$ cat src/rtl/riscv_writeback_arbiter.sv
// rtl/riscv_writeback_arbiter.sv - register file write-port arbiter for ALU results and load responses
module riscv_writeback_arbiter #(
  parameter int LD_FIFO_DEPTH = 2
) (
  input  logic        clk,
  input  logic        reset_n,
  input  logic        alu_valid,
  input  logic [4:0]  alu_rd,
  input  logic [31:0] alu_data,
  input  logic        ld_issue,
  input  logic [4:0]  ld_issue_rd,
  input  logic        ld_valid,
  output logic        ld_ready,
  input  logic [4:0]  ld_rd,
  input  logic [31:0] ld_data,
  input  logic [2:0]  ld_funct3,
  input  logic [1:0]  ld_addr_lo,
  output logic [4:0]  writeReg,
  output logic [31:0] writeData,
  output logic        regWrite,
  output logic [31:0] busy,
  output logic        issue_err
);

  localparam int PTR_W = (LD_FIFO_DEPTH > 1) ? $clog2(LD_FIFO_DEPTH) : 1;
  localparam int CNT_W = PTR_W + 1;

  typedef struct packed {
    logic [4:0]  rd;
    logic [31:0] data;
  } ld_entry_t;

  // Extension happens before buffering so the FIFO holds final register values.
  function automatic logic [31:0] extract_load(input logic [31:0] word,
                                               input logic [2:0]  f3,
                                               input logic [1:0]  lo);
    logic [7:0]  b;
    logic [15:0] h;
    logic [31:0] r;
    b = word[8*lo +: 8];
    h = lo[1] ? word[31:16] : word[15:0];
    case (f3)
      3'b000:  r = {{24{b[7]}}, b};
      3'b001:  r = {{16{h[15]}}, h};
      3'b100:  r = {24'd0, b};
      3'b101:  r = {16'd0, h};
      default: r = word;
    endcase
    return r;
  endfunction

  ld_entry_t              fifo_mem [LD_FIFO_DEPTH];
  logic [CNT_W-1:0]       count_q, count_d;
  logic [PTR_W-1:0]       wr_ptr_q, wr_ptr_d;
  logic [PTR_W-1:0]       rd_ptr_q, rd_ptr_d;
  logic [4:0]             write_reg_q, write_reg_d;
  logic [31:0]            write_data_q, write_data_d;
  logic                   reg_write_q, reg_write_d;
  logic [31:0]            busy_q, busy_d;
  logic                   issue_err_q, issue_err_d;

  logic                   push;
  logic                   pop;
  ld_entry_t              head;
  ld_entry_t              push_entry;
  logic [31:0]            clr_mask;
  logic [31:0]            set_mask;

  // Ready depends only on the registered count; a pop this cycle does not free a slot early.
  assign ld_ready   = (count_q < CNT_W'(LD_FIFO_DEPTH));
  assign push       = ld_valid & ld_ready;
  // Pop is decided on the pre-push count, so a fresh entry can never leave in its push cycle.
  assign pop        = ~alu_valid & (count_q != '0);
  assign head       = fifo_mem[rd_ptr_q];
  assign push_entry = '{rd: ld_rd, data: extract_load(ld_data, ld_funct3, ld_addr_lo)};

  assign writeReg  = write_reg_q;
  assign writeData = write_data_q;
  assign regWrite  = reg_write_q;
  assign busy      = busy_q;
  assign issue_err = issue_err_q;

  // Next-state: FIFO bookkeeping, port arbitration (ALU first) and the load scoreboard.
  always_comb begin
    wr_ptr_d     = wr_ptr_q;
    rd_ptr_d     = rd_ptr_q;
    count_d      = count_q;
    write_reg_d  = write_reg_q;
    write_data_d = write_data_q;
    reg_write_d  = 1'b0;
    clr_mask     = '0;
    set_mask     = '0;

    if (push) wr_ptr_d = wr_ptr_q + 1'b1;
    if (pop)  rd_ptr_d = rd_ptr_q + 1'b1;
    case ({push, pop})
      2'b10:   count_d = count_q + 1'b1;
      2'b01:   count_d = count_q - 1'b1;
      default: count_d = count_q;
    endcase

    if (alu_valid) begin
      write_reg_d  = alu_rd;
      write_data_d = alu_data;
      reg_write_d  = (alu_rd != 5'd0);
    end else if (pop) begin
      write_reg_d  = head.rd;
      write_data_d = head.data;
      reg_write_d  = (head.rd != 5'd0);
      if (head.rd != 5'd0) clr_mask[head.rd] = 1'b1;
    end

    if (ld_issue && (ld_issue_rd != 5'd0)) set_mask[ld_issue_rd] = 1'b1;

    // Set after clear so a same-edge re-issue keeps the register busy.
    busy_d    = (busy_q & ~clr_mask) | set_mask;
    busy_d[0] = 1'b0;

    issue_err_d = issue_err_q |
                  (ld_issue && (ld_issue_rd != 5'd0) && busy_q[ld_issue_rd] && !clr_mask[ld_issue_rd]);
  end

  // State registers; reset discards buffered responses by clearing the count and pointers.
  always_ff @(posedge clk or negedge reset_n) begin
    if (!reset_n) begin
      count_q      <= '0;
      wr_ptr_q     <= '0;
      rd_ptr_q     <= '0;
      write_reg_q  <= '0;
      write_data_q <= '0;
      reg_write_q  <= 1'b0;
      busy_q       <= '0;
      issue_err_q  <= 1'b0;
    end else begin
      count_q      <= count_d;
      wr_ptr_q     <= wr_ptr_d;
      rd_ptr_q     <= rd_ptr_d;
      write_reg_q  <= write_reg_d;
      write_data_q <= write_data_d;
      reg_write_q  <= reg_write_d;
      busy_q       <= busy_d;
      issue_err_q  <= issue_err_d;
    end
  end

  // Response storage; contents are only meaningful below the count, so no reset is needed.
  always_ff @(posedge clk) begin
    if (push) fifo_mem[wr_ptr_q] <= push_entry;
  end

endmodule

$ cat config.mk
export PLATFORM = sky130hd
export DESIGN_NAME = riscv_writeback_arbiter
export DESIGN_NICKNAME = d
export VERILOG_FILES = /design/src/rtl/riscv_writeback_arbiter.sv
export SDC_FILE = /design/constraint.sdc
export NUM_CORES = 1
export LEC_CHECK = 0
export CAP_MARGIN = 0
export CORE_MARGIN = 2
export CORE_UTILIZATION = 40
export CTS_CLUSTER_SIZE = 30
export DETAILED_ROUTE_END_ITERATION = 10
export PLACE_DENSITY = 0.65
export SLEW_MARGIN = 0
export SYNTH_ARGS = -nofsm -noshare
export SYNTH_HDL_FRONTEND = slang
export SYNTH_SLANG_ARGS = --single-unit
$ cat constraint.sdc
create_clock -name clk -period 3.7 [get_ports clk]
set_clock_uncertainty 0.1 [all_clocks]
set_input_delay 0.37 -clock clk [delete_from_list [all_inputs] [get_ports clk]]
set_output_delay 0.37 -clock clk [all_outputs]
set_load 0.01 [all_outputs]
; Yosys cells after proc, flatten, opt, wreduce, memory -nomap -nowiden
; Memories as Yosys holds them, arrays and structs flattened.
; Index checks and enable logic that the tools add are counted.
[totals]
elab_cells = 67
input_bits = 89
mem_bits_rw = 74
output_inout_bits = 72
register_bits = 74
n_memories = 1
[memory_table]
columns = name, words, width, read_ports, rd_clocked_by_memory_dff, write_ports, line_no
row1 = fifo_mem, 2, 37, 1, 0, 1, 52  ; ld_entry_t fifo_mem [LD_FIFO_DEPTH];
[op_classes]
eq_ne = 5
addsub = 4
reduce_logical = 13
n_mux = 23
n_lt_le_gt_ge = 5
n_shift = 1
bitwise_logic = 7
[op_table]
columns = operator, count
row1 = 32-bit 2-to-1 mux, 6
row2 = 32-bit case mux with 4 select lines, 1
row3 = 32-bit AND, 1
row4 = 32-bit inverter, 1
row5 = 32-bit OR, 1
row6 = 32-bit by 6-bit indexed part select with 8-bit output, 1
row7 = 16-bit 2-to-1 mux, 1
row8 = 5-bit nonzero test, 3
row9 = "5-bit by 6-bit < comparator with 1-bit output, second input constant", 2
row10 = 1-bit binary-select mux with 5-bit select, 2
row11 = 1-bit demux with 5-bit select, 2
row12 = "5-bit by 1-bit greater-or-equal comparator with 1-bit output, second input constant", 2
row13 = 5-bit 2-to-1 mux, 2
row14 = 1-bit 2-to-1 mux, 8
row15 = "3-bit equality test, second input constant", 2
row16 = 2-bit nonzero test, 3
row17 = 1-bit logical AND, 5
row18 = 2-bit case mux with 2 select lines, 1
row19 = "3-bit by 1-bit equality test with 1-bit output, second input constant", 1
row20 = 3-bit zero test, 1
row21 = "1-bit adder, second input constant", 2
row22 = "2-bit by 1-bit adder with 2-bit output, second input constant", 1
row23 = 1-bit AND, 2
row24 = "2-bit by 1-bit equality test with 1-bit output, second input constant", 1
row25 = 6 further kinds, 6

; Logic depth before layout (Yosys ltp)
; Gate-level depths: netlist (run 1).
; An unclocked memory read counts as a cell.
[depth]
ltp_word = 13
mapped_depth = 7
depth_no_buf = 6

; Worst setup path after synthesis (run 1)
; Ideal clock, no wire load.
[synth_path]
kind = flip-flop to flip-flop
start = reg count_q[1]
end = mem fifo_mem[0][0] (netlist bit) (enable)
required_ns = 3.169
setup_ns = 0.431
period_less_slack_ns = 2.741
n_path_buf = 0
setup_slack_ns = 0.959
arrival_ns = 2.210
path_stages_with_launch = 4
cell_sequence = dfrtp_1 -> inv_1 -> nand2_1 -> nor2_1
[synth_between]
elab_chain_len = 4
[synth_rtl]
columns = element, line_no
row1 = "start, declared", 53  ; logic [CNT_W-1:0] count_q, count_d;
row2 = "start signal, assigned", 135  ; count_q <= count_d;
row3 = 2-bit < comparator, 70  ; assign ld_ready = (count_q < CNT_W'(LD_FIFO_DEPTH));
row4 = net ld_ready, 13  ; output logic ld_ready,
row5 = 1-bit AND, 71  ; assign push = ld_valid & ld_ready;
row6 = 1-bit 2-to-1 mux, 148  ; if (push) fifo_mem[wr_ptr_q] <= push_entry;
row7 = 1-bit 2-to-1 mux (implied by the code), 148
row8 = "end, declared", 52
; The timed path passes the listed nets, and every way through them passes these cells.

; Final worst setup path (run 1)
[layout_path]
start = reg rd_ptr_q
end = reg issue_err_q, in the netlist issue_err
[layout_between]
elab_chain_len = 13
elab_cells_between_ends = 15
classes_between = order compare: 2 / mux: 7 / bitwise: 1 / reduce/logical: 4 / memory: 1
[layout_rtl]
columns = element, line_no
row1 = "start, declared", 55  ; logic [PTR_W-1:0] rd_ptr_q, rd_ptr_d;
row2 = "start signal, assigned", 137  ; rd_ptr_q <= rd_ptr_d;
row3 = memory 2 x 37 bit *, --
row4 = 5-bit by 6-bit < comparator with 1-bit output (implied by the code) or 5-bit by 1-bit greater-or-equal comparator with 1-bit output (tied branches), 110  ; if (head.rd != 5'd0) clr_mask[head.rd] = 1'b1;
row5 = 1-bit logical AND (implied by the code), 110
row6 = 1-bit 2-to-1 mux (implied by the code), 110
row7 = 1-bit demux with 5-bit select, 110
row8 = 32-bit 2-to-1 mux *, 110
row9 = 32-bit 2-to-1 mux *, 106  ; end else if (pop) begin
row10 = 32-bit 2-to-1 mux *, 102  ; if (alu_valid) begin
row11 = 1-bit binary-select mux with 5-bit select *, 120  ; (ld_issue && (ld_issue_rd != 5'd0) && busy_q[ld_issue_rd] && !clr_mask[ld_issue_rd]);
row12 = 1-bit 2-to-1 mux (implied by the code) *, 120
row13 = 1-bit zero test *, 120
row14 = 1-bit logical AND *, 120
row15 = 1-bit OR *, 119  ; issue_err_d = issue_err_q |
row16 = net issue_err_d, 60  ; logic issue_err_q, issue_err_d;
row17 = "end signal, assigned", 142  ; issue_err_q <= issue_err_d;
row18 = "end, declared", 60
; Mark *: on every way through the listed nets, which the timed path passes. The rest lies on a longest branch. The select of a mux whose other input is x is not followed.
; A chain may end at the register's enable or synchronous reset.

==> results of run 1 <==
==> metrics by stage <==
stage	std cells	setup WS, ns
floorplan	665	0.959
global placement	1017	1.04
detailed placement	1017	1.07
CTS	1049	1.20
global route	1049	1.09
finish	1049	1.19
==> power by group <==
part | internal (uW) | switching (uW)
Combinational | 1160 | 1230
Sequential | 2250 | 333
Clock | 1210 | 687
Total | 4620 | 2250
==> cell families after synthesis <==
| group | Yosys count | share of synthesized area |
|---|---|---|
| flip-flops | 148 | 0.583 |
| multiplexers | 53 | 0.0863 |
| other | 1 | 0.000537 |
| XOR/XNOR | 9 | 0.0113 |
| AND/OR/NAND/NOR | 209 | 0.133 |
| adder cells (fa/ha/maj) | 1 | 0.00179 |
| AO/OA/AOI/OAI | 190 | 0.152 |
| buffers and inverters | 54 | 0.0321 |
==> worst max path at each step <==
stage / cells after the start / end / startpoint
detailed placement: 6 / issue_err / ld_issue_rd[1]
global placement: 6 / issue_err / ld_issue_rd[1]
floorplan: 3 / fifo_mem[0][0] / count_q[1]
global route: 6 / issue_err / rd_ptr_q
finish: 6 / issue_err / rd_ptr_q
CTS: 6 / issue_err / rd_ptr_q
==> state kept, by name, indices dropped and copies added, names as in the netlist <==
signal	cells
fifo_mem	74
writeData	32
busy	31
writeReg	5
count_q	2
issue_err	1
rd_ptr_q	1
regWrite	1
wr_ptr_q	1
==> placed cells by master, fill, tap and decap left out, drive strengths merged, types with 9 or more instances in the layout <==
master / count
mux2i: 46
a31oi: 9
dfrtp: 74
edfxtp: 74
nor2: 47
o21ai: 115
nand2: 108
inv: 15
nor3: 12
a21oi: 39
clkdlybuf4s50: 157
clkbuf: 18
buf: 13
==> area by class of cell <==
| class | count | area, um^2 |
|---|---|---|
| clock inverters | 14 | 224 |
| well taps | 225 | 282 |
| multi-input cells | 463 | 2710 |
| repair buffers | 170 | 1670 |
| inverters | 11 | 41.3 |
| fillers | 1545 | 7750 |
| flip-flops and latches | 148 | 4080 |
| clock buffers | 18 | 429 |
==> routing by layer <==
layer | share of wire | track usage | vias up
li1 | - | - | 2691
met1 | 0.42 | 0.271 | 2821
met2 | 0.50 | 0.342 | 223
met3 | 0.056 | 0.0380 | 30
met4 | 0.020 | 0.0747 | 0
met5 | 0 | 0 | -
==> impl_metrics.csv, run 1 <==
group,metric,value,unit
power_and_ir_drop,cellPowerDensity,729,nW/um^2
floorplanning,coreArea,17200,um^2
drt,vias,5765,
floorplanning,ios,161,
drt,wl,18.8,mm
flow_run,cap_violations,0,
synthesis,synth_top_cells_by_count,"113 x o21ai_0, 108 x nand2_1, 74 x dfrtp_1, 74 x edfxtp_1, 47 x nor2_1",
synthesis,yosysTopAreaCellShare,0.318,
drt,wire_per_inst,17.9,um
timing,period_share,0.677,
clock_tree,clock_latency,0.42,ns
clock_tree,cts_setup_buffers,0,
power_and_ir_drop,vdd_ir_drop_max,375,uV
final_layout,final_core_utilization,0.549,
timing,hold_ws,-0.00240,ns
synthesis,synth_edf_count,74,
timing,finalSetupTns,0,ns
clock_tree,cts.sinks,148,
place,gp_congestion,0.898,
setup_path,r2r-start,"rd_ptr_q",
power_and_ir_drop,p_total,6870,uW
floorplanning,rows,48,
power_and_ir_drop,leakagePower,0.00373,uW
drt,vias_per_cell,5.50,
setup_path,reg2regPathDepth,6,
setup_path,critPathCaptureType,"register",
floorplanning,chipWidth,136,um
run_status,status,"complete, but fails checks",
final_layout,n_antenna_cell,0,
place,placed_area,8770,um^2
setup_path,slowest_delay,0.53,ns
synthesis,synth.cell_area,6990,um^2
setup_path,reg2reg_slack,1.19,ns
timing,finalCriticalPeriod,2.51,ns
synthesis,ys.flop_type,"edfxtp_1",
synthesis,ys_warn_count,0,
clock_tree,cts_tree,"yes",
clock_tree,clockRootBuffer,"clkbuf_16",
setup_path,critPathMaxFanout,27,
grt,grt_start_max_net_pins,78,
clock_tree,h-tree-depth,4,
synthesis,yosysTopAreaCell,"edfxtp_1",
drt,drt_iter0_drc,392,
timing,hold_viol,2,
hold_path,hp-class,"primary input to async pin",
final_layout,drive_above_1_share,0.0643,
synthesis,synth_cells,665,
setup_path,arrival,2.73,ns
run_status,violations,"negative hold slack",
synthesis,seq_area_frac_synth,0.583,
clock_tree,cts_resized,0,
synthesis,synth_area_leaders,"edfxtp_1 32%, dfrtp_1 26%, o21ai_0 8.1%, mux2i_1 6.6%, nand2_1 5.8%",
setup_path,startpoint_type,"register",
final_layout,nets,901,
synthesis,syn_avg_cell_area,10.5,um^2
floorplanning,initial_core_util,0.407,
timing,final-setup-viol-count,0,
floorplanning,dieArea,18500,um^2
grt,first_global_vias,5655,
clock_tree,cts_buffers,17,
synthesis,syn-num-nets,755,
grt,antenna_found_initial,0,
clock_tree,clk_pin_slew,0.06,ns
grt,track_usage,0.206,
setup_path,path_cells,"buf_4 -> and3b_1 -> o21ai_1 -> o22ai_1 -> or4_1 -> a311oi_1",
setup_path,crit_required,3.92,ns
timing,slew_viol_final,0,
floorplanning,die_h,136,um
place,portBuffers,159,
setup_path,path_buf_inv,1,
setup_path,critPathKind,"register to register",
drt,dr.pass1.iters,6,
timing,slew_headroom,0.354,
timing,max_freq,0.399,GHz
setup_path,r2r-end,"issue_err",
grt,overflow,0,
synthesis,synth-async-reset-ratio,0.500,
clock_tree,cts_hold_buf,0,
grt,grt_pass1_wl,29.3,mm
drt,drc,0,
clock_tree,clk_path_buf_depth,2,
synthesis,ys_ff_latch,148,
place,hpwl,13.4,mm
final_layout,area.growth.synth_to_final,34.8,%
setup_path,cpMaxStageDelayCell,"or4_1",
timing,rsz0062_at_grt,"false",
timing,tightest_slew,0.969,ns
final_layout,fin_area,9420,um^2
synthesis,yosysMostFrequentCell,"o21ai_0",
drt,drtAntennaViolNets,0,
setup_path,crit_family,"simple AND/OR/NAND/NOR gates",
synthesis,synthDistinctLibCells,51,
No activity file was read; power rests on OpenSTA's default activity.
==> run 2, diff against run 1 <==
clock period = 2.44 ns   (was 3.7 ns; I/O delays follow)
==> run 2 against run 1 <==
The run now ends clean. Wire length increased by 1.0%. Via count increased by 0.35%. Count of clock-buffer cells in the layout grew 8. Critical endpoint unchanged. Sequential share of layout area decreased by 0.41 points. Total power grew 47%.
==> impl_metrics.csv, run 2 (synthesized netlist as in run 1, its figures left out) <==
group,metric,value,unit
power_and_ir_drop,combPwrFrac,0.362,
drt,drc,0,
timing,finalCriticalPeriod,2.21,ns
grt,grt_start_max_net_pins,70,
clock_tree,h-tree-depth,4,
drt,wl,19.0,mm
timing,rsz0062_at_grt,"false",
final_layout,area.growth.synth_to_final,36.1,%
final_layout,nets,917,
setup_path,critPathMaxFanout,9,
final_layout,mostFrequentLayoutCell,"clkdlybuf4s50_1",
final_layout,final_cell_mix,"157 x clkdlybuf4s50_1, 113 x o21ai_0, 108 x nand2_1",
final_layout,fin_cells,1065,
setup_path,crit_start,"fifo_mem[1][35]",
floorplanning,dieArea,18500,um^2
power_and_ir_drop,vdd_ir_drop_max,667,uV
power_and_ir_drop,seqPwrFrac,0.389,
flow_run,cap_violations,0,
setup_path,startpoint_type,"register",
clock_tree,clk_path_buf_depth,2,
drt,drtAntennaViolNets,0,
power_and_ir_drop,leakagePower,0.00378,uW
power_and_ir_drop,p_total,10100,uW
timing,slew_headroom,0.535,
drt,vias_per_cell,5.43,
timing,hold_viol,0,
timing,tightest_slew,0.698,ns
timing,period_share,0.908,
hold_path,hp-class,"primary input to register",
place,portBuffers,159,
final_layout,n_antenna_cell,0,
clock_tree,cts.sinks,148,
run_status,status,"finished, final reports clean",
clock_tree,clock_latency,0.42,ns
power_and_ir_drop,cellPowerDensity,1060,nW/um^2
grt,antenna_found_initial,0,
timing,final-setup-viol-count,0,
hold_path,hold_start,"alu_valid",
final_layout,largest_reg_flops,74,
clock_tree,cts_setup_buffers,0,
floorplanning,coreArea,17200,um^2
power_and_ir_drop,clockPowerShare,0.249,
place,gp_congestion,0.908,
timing,slew_viol_final,0,
setup_path,crit_required,2.66,ns
setup_path,critPathKind,"register to register",
drt,vias,5785,
grt,track_usage,0.209,
power_and_ir_drop,p_int,6760,uW
floorplanning,rows,48,
power_and_ir_drop,p_sw,3350,uW
clock_tree,clk_pin_slew,0.06,ns
grt,first_global_vias,5847,
floorplanning,initial_core_util,0.407,
timing,hold_ws,0.147,ns
floorplanning,die_h,136,um
setup_path,critPathCaptureType,"register",
floorplanning,chipWidth,136,um
clock_tree,clockRootBuffer,"clkbuf_16",
setup_path,arrival,2.43,ns
place,dp.cells,1032,
drt,dr.pass1.iters,5,
grt,grt_pass1_wl,29.9,mm
drt,wire_per_inst,17.8,um
timing,finalSetupTns,0,ns
drt,drt_iter0_drc,326,
power_and_ir_drop,swShare,0.331,
timing,max_freq,0.452,GHz
place,hpwl,13.7,mm
grt,overflow,0,
setup_path,r2r-start,"fifo_mem[1][35]",
final_layout,top_register,"fifo_mem",
final_layout,drive_above_1_share,0.0774,
clock_tree,cts_buffers,17,
clock_tree,cts_tree,"yes",
floorplanning,ios,161,
run 2: cell count changes in the layout (fill, tap and decap cells not counted):
| cell | delta |
|---|---|
| clkinv_2 | +2 |
| inv_6 | -5 |
| clkbuf_1 | +3 |
| bufinv_16 | -5 |
| buf_12 | +3 |
| dlygate4sd3_1 | +1 |
| buf_4 | +12 |
| clkbuf_8 | +2 |
| clkbuf_16 | +3 |
run 2: worst max-delay path, stage by stage (launching register included):
cell and delay, ns:
edfxtp_1 0.51, and3_1 0.23, o21ai_1 0.36, o22ai_1 0.13
or4_1 0.52, a311oi_1 0.26
run 2: path summary, 6_finish.rpt:
kind                       slack (ns)          end  depth (start not counted)
max                              0.23    issue_err                          5
min                              0.15     rd_ptr_q                          3
max reg2reg                      0.23    issue_err                          5
min reg2reg                      0.44      busy[8]                          2
max in group asynchronous        1.27  writeReg[0]                          3
min in group asynchronous        0.26     busy[24]                          2
run 2: through the flow:
stage,instance area (um^2),util,setup WS [ns]
floorplan,6990,-,0.309
global placement,8920,0.519,-0.0744
detailed placement,8920,0.519,-0.0586
CTS,9510,0.554,0.225
global route,9510,0.554,0.101
finish,9510,0.554,0.226
run 2: final cells by class:
| class | count | area [um^2] |
|---|---|---|
| inverters | 11 | 41.3 |
| fillers | 1524 | 7660 |
| flip-flops and latches | 148 | 4080 |
| multi-input cells | 463 | 2710 |
| clock buffers | 26 | 543 |
| clock inverters | 6 | 40.0 |
| repair buffers | 186 | 1830 |
| well taps | 225 | 282 |
run 2: routing by layer:
layer | GRT usage | wire length, um | share of wire
met1 | 0.272 | 8230 | 0.43
met2 | 0.350 | 9340 | 0.49
met3 | 0.0395 | 1020 | 0.054
met4 | 0.0752 | 366 | 0.019
met5 | 0 | 0 | 0
run 2: power groups by stage:
stage / logic [uW] / registers (uW) / clock network [uW]
after global placement: 3610 / 3950 / 0
final: 3660 / 3930 / 2510
after CTS: 3700 / 3930 / 2550
after global routing: 4010 / 4020 / 2660
after detailed placement: 3690 / 3970 / 0
after floorplan: 1770 / 4010 / 0
run 2: repair_timing:
item / in CTS / in global routing
hold endpoints to repair: 37 / 0
gates resized for setup: 0 / 0
hold buffers: 1 / 0
==> run 3, diff against run 2 <==
ABC_CLOCK_PERIOD_IN_PS = 2440   (was not set)
CORE_ASPECT_RATIO = 2   (was not set)
==> run 3 against run 2 <==
Global-route usage up 2.3 points. Final area down 0.21%. Count of clock-buffer cells in the layout down 6. Total power up 0.95%. Sequential share of layout area up 0.090 points. Sequential cell count unchanged. First-iteration DRC count up 0.92%.
==> impl_metrics.csv, run 3 (synthesized netlist as in run 1, its figures left out) <==
group,metric,value,unit
power_and_ir_drop,cellPowerDensity,1070,nW/um^2
timing,max_freq,0.429,GHz
clock_tree,cts_buffers,17,
setup_path,crit_end,"issue_err",
drt,wl,21.3,mm
final_layout,drive_above_1_share,0.0819,
grt,antenna_found_initial,0,
final_layout,top_register,"fifo_mem",
final_layout,largest_reg_flops,74,
run_status,status,"finished, final reports clean",
floorplanning,chipWidth,97.5,um
power_and_ir_drop,vdd_ir_drop_max,464,uV
drt,vias,5920,
final_layout,n_antenna_cell,0,
drt,drc,0,
setup_path,arrival,2.56,ns
grt,overflow,0,
timing,hold_ws,0.222,ns
timing,rsz0062_at_grt,"false",
setup_path,critPathKind,"register to register",
timing,slew_headroom,0.546,
final_layout,mostFrequentLayoutCell,"clkdlybuf4s50_1",
clock_tree,cts.sinks,148,
timing,slew_viol_final,0,
grt,first_global_vias,6153,
setup_path,crit_required,2.67,ns
clock_tree,cts_tree,"yes",
place,hpwl,16.2,mm
timing,finalCriticalPeriod,2.33,ns
setup_path,r2r-end,"issue_err",
floorplanning,dieArea,18600,um^2
timing,period_share,0.955,
clock_tree,clockRootBuffer,"clkbuf_16",
setup_path,crit_start,"rd_ptr_q",
hold_path,hp-class,"primary input to register",
drt,dr.pass1.iters,7,
floorplanning,die_h,191,um
setup_path,reg2regPathDepth,6,
setup_path,r2r-start,"rd_ptr_q",
timing,finalSetupTns,0,ns
grt,track_usage,0.232,
flow_run,cap_violations,0,
floorplanning,ios,161,
setup_path,critPathCaptureType,"register",
drt,drt_iter0_drc,329,
timing,tightest_slew,0.679,ns
timing,hold_viol,0,
grt,grt_pass1_wl,32.7,mm
power_and_ir_drop,p_total,10200,uW
final_layout,area.growth.synth_to_final,35.8,%
drt,wire_per_inst,20.2,um
clock_tree,clk_path_buf_depth,2,
drt,drtAntennaViolNets,0,
grt,grt_start_max_net_pins,75,
place,portBuffers,159,
setup_path,reg2reg_slack,0.11,ns
hold_path,hold_start,"alu_valid",
setup_path,startpoint_type,"register",
power_and_ir_drop,leakagePower,0.00377,uW
drt,vias_per_cell,5.62,
floorplanning,initial_core_util,0.407,
clock_tree,h-tree-depth,4,
clock_tree,clock_latency,0.41,ns
final_layout,final_cell_mix,"157 x clkdlybuf4s50_1, 113 x o21ai_0, 108 x nand2_1",
floorplanning,coreArea,17200,um^2
final_layout,nets,920,
timing,final-setup-viol-count,0,
setup_path,critPathMaxFanout,18,
place,gp_congestion,0.914,
clock_tree,cts_resized,0,
final_layout,final_core_utilization,0.552,
floorplanning,rows,68,
clock_tree,clk_pin_slew,0.06,ns
## run 3: cell types whose count changed in the layout (fill, tap and decap cells not counted), sizes merged
cell | previous run | this run
clkbuf | 26 | 20
buf | 28 | 31
clkinvlp | 1 | 4
bufinv | 0 | 2
inv | 10 | 11
## run 3: final cells by class
type                            instances  area, um^2
Inverter                               11        41.3
Clock buffer                           20         437
Timing Repair Buffer                  189        1840
Clock inverter                         12         134
Fill cell                            1531        7690
Sequential cell                       148        4080
Multi-Input combinational cell        463        2710
Tap cell                              210         263
## run 3: timing repair
item | in CTS | in global routing
hold endpoints to repair | 74 | 0
buffers inserted | 0 | 0
hold buffers | 1 | 0
## run 3: critical path: stages, from the launching register on
cell and delay, ns:
dfrtp_2 0.49, buf_4 0.25, nor4bb_1 0.08, a31oi_1 0.40, o22ai_1 0.15, or4_1 0.50
a311oi_1 0.26
## run 3: worst min-delay path by stage
| stage | end | slack (ns) | cells after the start |
|---|---|---|---|
| global route | writeData[11] | 0.27 | 3 |
| floorplan | busy[10] | -0.15 | 0 |
| CTS | writeData[0] | 0.21 | 3 |
| detailed placement | writeReg[0] | 0.20 | 2 |
| global placement | writeReg[0] | 0.19 | 2 |
| finish | writeData[0] | 0.22 | 3 |
## run 3: per-stage QoR
stage | setup slack [ns] | cells | cell area (um^2)
after floorplan | 0.309 | 665 | 6990
after global placement | -0.0552 | 1020 | 8910
after detailed placement | -0.0394 | 1020 | 8910
after CTS | 0.125 | 1053 | 9490
after global routing | 0.0390 | 1053 | 9490
final | 0.111 | 1053 | 9490
## run 3: routing by layer
| metal | vias to the layer above | wire length, um | track usage | part of all wire |
|---|---|---|---|---|
| met5 | - | 0 | 0 | 0 |
| met4 | 0 | 1310 | 0.154 | 0.062 |
| met3 | 76 | 1020 | 0.0457 | 0.048 |
| met2 | 258 | 12000 | 0.442 | 0.56 |
| met1 | 2852 | 6970 | 0.219 | 0.33 |
| li1 | 2734 | - | - | - |
## run 3: power by group
group	total (uW)	leakage, uW	switching, uW	internal [uW]
clock network	2520	0.000264	1020	1510
logic	3730	0.00193	1900	1830
registers	3950	0.00157	537	3410
